File: src/rtl/prog_loader_mem.sv
// Program memory and checksum-verified byte loader for the TD4 core.
// Parks the core on JMP 0 until a verified program is held.
module prog_loader_mem #(
    parameter int                DATA_W    = 8,
    parameter int                ADDR_W    = 4,
    parameter logic [DATA_W-1:0] PARK_INSN = 8'hF0
) (
    input  logic              CLK,
    input  logic              RST_N,
    input  logic              LD_START,
    input  logic              LD_VALID,
    input  logic [DATA_W-1:0] LD_DATA,
    output logic              LD_READY,
    output logic              LD_DONE,
    output logic              LD_ERR,
    output logic              CPU_RUN,
    input  logic [ADDR_W-1:0] MEM_ADDR,
    output logic [DATA_W-1:0] MEM_DATA
);

    localparam int DEPTH = 1 << ADDR_W;

    typedef enum logic [2:0] {
        S_IDLE,
        S_LOAD,
        S_CHECK,
        S_RUN,
        S_ERR
    } state_t;

    state_t              r_state;
    logic [ADDR_W-1:0]   r_wr_ptr;
    logic [DATA_W-1:0]   r_sum;
    logic                r_done;
    logic                r_err;
    logic                r_run;
    logic [DATA_W-1:0]   r_mem [0:DEPTH-1];

    logic                w_ready;
    logic                w_accept;
    logic [DATA_W-1:0]   w_chk;

    assign w_ready  = ((r_state == S_LOAD) || (r_state == S_CHECK)) && !LD_START;
    assign w_accept = LD_VALID && w_ready;
    assign w_chk    = r_sum + LD_DATA;

    // Loader FSM: restart, byte collection, checksum verdict, registered status.
    always_ff @(posedge CLK or negedge RST_N) begin
        if (!RST_N) begin
            r_state  <= S_IDLE;
            r_wr_ptr <= '0;
            r_sum    <= '0;
            r_done   <= 1'b0;
            r_err    <= 1'b0;
            r_run    <= 1'b0;
        end else begin
            r_done <= 1'b0;
            if (LD_START) begin
                r_state  <= S_LOAD;
                r_wr_ptr <= '0;
                r_sum    <= '0;
                r_err    <= 1'b0;
                r_run    <= 1'b0;
            end else begin
                unique case (r_state)
                    S_LOAD: begin
                        if (w_accept) begin
                            r_sum    <= w_chk;
                            r_wr_ptr <= r_wr_ptr + 1'b1;
                            if (r_wr_ptr == '1) begin
                                r_state <= S_CHECK;
                            end
                        end
                    end
                    S_CHECK: begin
                        if (w_accept) begin
                            if (w_chk == '0) begin
                                r_state <= S_RUN;
                                r_run   <= 1'b1;
                                r_done  <= 1'b1;
                            end else begin
                                r_state <= S_ERR;
                                r_err   <= 1'b1;
                            end
                        end
                    end
                    default: begin
                    end
                endcase
            end
        end
    end

    // Program storage: written only with program bytes, never the checksum.
    always_ff @(posedge CLK) begin
        if (w_accept && (r_state == S_LOAD)) begin
            r_mem[r_wr_ptr] <= LD_DATA;
        end
    end

    assign LD_READY = w_ready;
    assign LD_DONE  = r_done;
    assign LD_ERR   = r_err;
    assign CPU_RUN  = r_run;
    assign MEM_DATA = (r_state == S_RUN) ? r_mem[MEM_ADDR] : PARK_INSN;

endmodule

File: config.mk
export PLATFORM = sky130hd
export DESIGN_NAME = prog_loader_mem
export DESIGN_NICKNAME = d
export VERILOG_FILES = /design/src/rtl/prog_loader_mem.sv
export SDC_FILE = /design/constraint.sdc
export NUM_CORES = 1
export LEC_CHECK = 0
export CORE_ASPECT_RATIO = 0.9
export CORE_MARGIN = 3
export CORE_UTILIZATION = 60
export DETAILED_ROUTE_END_ITERATION = 7
export PLACE_DENSITY = 0.81
export REMOVE_ABC_BUFFERS = 1
export SYNTH_ARGS = -nofsm -noshare
export SYNTH_HDL_FRONTEND = slang
export SYNTH_SLANG_ARGS = --single-unit
export TNS_END_PERCENT = 30
File: constraint.sdc
create_clock -name CLK -period 3.3 [get_ports CLK]
set_input_delay 0.66 -clock CLK [delete_from_list [all_inputs] [get_ports CLK]]
set_output_delay 0.66 -clock CLK [all_outputs]
set_load 0.01 [all_outputs]
==> impl_results.md <==
- CP max FO: 18
- Vias: 3,537
- Number of synthesized register bits: 146
- Hold Buf Count CTS: 0
- Syn avg cell area: around 18 µm²
- DP HPWL: between 8000 and 9000 µm
- EDFF count, synth: around 130
- Crit share post-route: 0.981
- CTS max path bufs: 2
- Setup tns final: 0 ns
- # DRC: 0
- Worst Path Arrival: 2.58 ns
- Worst skew pair latency: 0.43 ns
- Cell Count Post-Placement: between 500 and 600
- Synth top area share: 0.616
- GR Util All Layers: 0.263
- Syn. warnings: 0
- Layout Cells excl Fill: about 550
- Synth async-reset ratio: 0.123
- Post-route ant nets: 0
- CTS tree: done
- RSZ-0062 raised after global routing: false
- WL final: about 14,000 µm
- FF-to-FF path depth: 7
- VDD IR max: roughly 560 µV
- R2r startpoint: r_sum[0]$_DFFE_PN0P_
- Vias per std cell: between 6 and 7
- CP max stage cell: mux4_1
- Min-Delay Path Class: register to register
- Worst Setup SP: MEM_ADDR[0]
- Antenna violations before repair: 0
- Synth area leader: edfxtp_1
- Core Area: 9910 µm²
- R2R setup slack: 0.73 ns
- N_diodes: 0
- Maxcap violations: 0
- Sink Count: 146
- Clock root buffer: clkbuf_16
- Post-synthesis mux area share: 0.149
- Via count of the first global-routing pass: 3,679
- Clk pin slew, worst setup/hold paths: approximately 0.06 ns
- RD Place Congestion: between 0.8 and 0.9
- PortBufs: 27
- Starting Density: 0.629
- Post-synthesis cell area: between 6000 and 7000 µm²
- Max incr delay on CP: between 0.5 and 0.6 ns
- Result of the run: complete, no violations
- Cells after synthesis: ~340
- Grt ovf: 0
- I/O pin count: 28
- Max Clock Skew: 0.0113 ns
- Area fraction in compound gates after synthesis: 0.0313
- LEAKAGE: ~2.6 nW
- Chip Height: approximately 100 µm
- CP Cell Sequence: buf_2, buf_12, mux4_1, mux4_2, or2_1, dlygate4sd2_1
- H-tree levels: 4
- Final Hold Viols: 0
- Synth Area in XOR/XNOR: 0.00842
- Total Power: approximately 4.4 mW
- Post-synth cell types: 44
- Final hold slack: roughly 0.5 ns
- Post-Synth Adder-Cell Area: 0.0253
- Share of layout cells above drive strength 1: 0.256
- Crit end category: output pin
- Crit start category: input pin
- Initial drt markers: approximately 290
- PwrDens: between 500 and 600 nW/µm²
- Largest net degree at the start of global routing: 19
- Slew HR: 0.441
- Final Critical Period: around 3.2 ns
- Buf/Inv on CP: 3
- CP Depth: 6
- Largest cells by area after synthesis: edfxtp_1 (62%), mux4_2 (12%), dfrtp_1 (7.2%)
- Critical Path RT: roughly 2.6 ns
- Global-route wire length before repair: between 20,000 and 25,000 µm
- Simple-gate share of the synthesized area: 0.0804
- Crit-path leading delay family: multiplexers
- CP Capture Point: MEM_DATA[7]
- Area Overhead vs Synth: 20.7%
- Setup violation total in the final timing report: 0
- Total Nets Final: 440
- Die ar.: 11,700 µm²
- Die Wd: ~110 µm
- Worst Setup Path Type: input pin to output pin
- Fmax: 309 MHz
- FP Rows: 34
- TritonCTS Buffers: 17
- DRT Pass-1 Iters: 5
- Post-synthesis sequential area ratio: 0.688
- Reg-to-reg critical path endpoint: CPU_RUN$_DFFE_PN0P_
- Finished Core Util: 0.760
- Per-cell routed wire length: between 20 and 30 µm
- Main synth FF type: edfxtp_1
- Pins over their slew limit: 0
- Largest family of logic cells by synthesized area: multiplexers
- Worst-margin pin slew: 0.835 ns
- Top cells by count, synth: edfxtp_1 (128), mux4_2 (33), dfrtp_1 (18)
- Most numerous cell in the Yosys netlist: edfxtp_1
-- where the power goes --
group,leakage [nW],internal [mW],switching [mW]
Sequential,1.39,2.03,0.0136
Combinational,0.972,0.178,0.181
Clock,0.283,1.14,0.811
Total,2.65,3.35,1.01
-- kinds of logic (layout without fill, tap and decap cells) --
| kind of cell | count (synthesis) | in the layout |
|---|---|---|
| simple gates | 90 | 90 |
| xor+xnor | 6 | 6 |
| compound gates | 30 | 30 |
| mux | 40 | 40 |
| flops | 146 | 146 |
| fa+ha+maj | 12 | 12 |
| buf+inv | 20 | 101 |
-- worst reg2reg max path, stage by stage (launching register included) --
cell and delay, ns:
dfrtp_1 0.39, ha_1 0.22, fa_1 0.42, xor2_1 0.19, or3_1 0.32, a221oi_1 0.23, nand3_1 0.25, o41ai_1 0.43
-- worst min path at each step --
| stage | cells past startpoint | end | from |
|---|---|---|---|
| after detailed placement | 2 | CPU_RUN$_DFFE_PN0P_ | CPU_RUN$_DFFE_PN0P_ |
| after floorplan | 0 | CPU_RUN$_DFFE_PN0P_ | RST_N |
| after CTS | 2 | CPU_RUN$_DFFE_PN0P_ | CPU_RUN$_DFFE_PN0P_ |
| after global routing | 2 | CPU_RUN$_DFFE_PN0P_ | CPU_RUN$_DFFE_PN0P_ |
| final | 2 | CPU_RUN$_DFFE_PN0P_ | CPU_RUN$_DFFE_PN0P_ |
| after global placement | 2 | CPU_RUN$_DFFE_PN0P_ | CPU_RUN$_DFFE_PN0P_ |
-- layer usage --
metal  routed length, µm  global-route usage
met5                   0                   0
met3                1040              0.0692
met2                6990               0.421
met4                 475               0.127
met1                5590               0.343
-- metrics by stage --
stage	setup slack [ns]	area [µm²]
2_1_floorplan	0.714	6140
5_1_grt	0.00514	7530
4_1_cts	0.0130	7510
3_5_place_dp	-0.218	6860
6_report	0.0611	7530
3_3_place_gp	-0.165	6860
-- layout by cell type (no fill, tap or decap), drive strengths merged, types with 4 or more instances in the layout --
| master | instances |
|---|---|
| a21oi | 8 |
| and2 | 16 |
| or2 | 6 |
| nand3 | 8 |
| buf | 37 |
| mux4 | 40 |
| nand3b | 4 |
| clkdlybuf4s50 | 16 |
| a211oi | 4 |
| o21ai | 7 |
| ha | 11 |
| nand2 | 17 |
| dfrtp | 18 |
| dlygate4sd2 | 7 |
| edfxtp | 128 |
| nor2 | 11 |
| nor2b | 6 |
| nor3 | 4 |
| inv | 12 |
| clkbuf | 20 |
-- state kept, by name (all words and copies together) (netlist names) --
register / flops
r_state: 3
r_wr_ptr: 4
r_sum: 8
CPU_RUN: 1
r_mem: 128
LD_ERR: 1
LD_DONE: 1
-- what timing repair did --
action	4_1_cts	5_1_grt
hold endpoints to repair	0	0
cloned	1	1
endpoints found under the setup margin	8	4
gates resized for setup	13	2
buffers inserted	3	0
-- layout make-up --
| class | count | area [µm²] |
|---|---|---|
| fill | 558 | 2380 |
| inverter | 4 | 15.0 |
| tap | 126 | 158 |
| timing repair buffer | 65 | 636 |
| clock inverter | 14 | 166 |
| multi-input combinational | 178 | 1830 |
| sequential | 146 | 4290 |
| clock buffer | 18 | 429 |
Power figures use the tool's default switching activity.
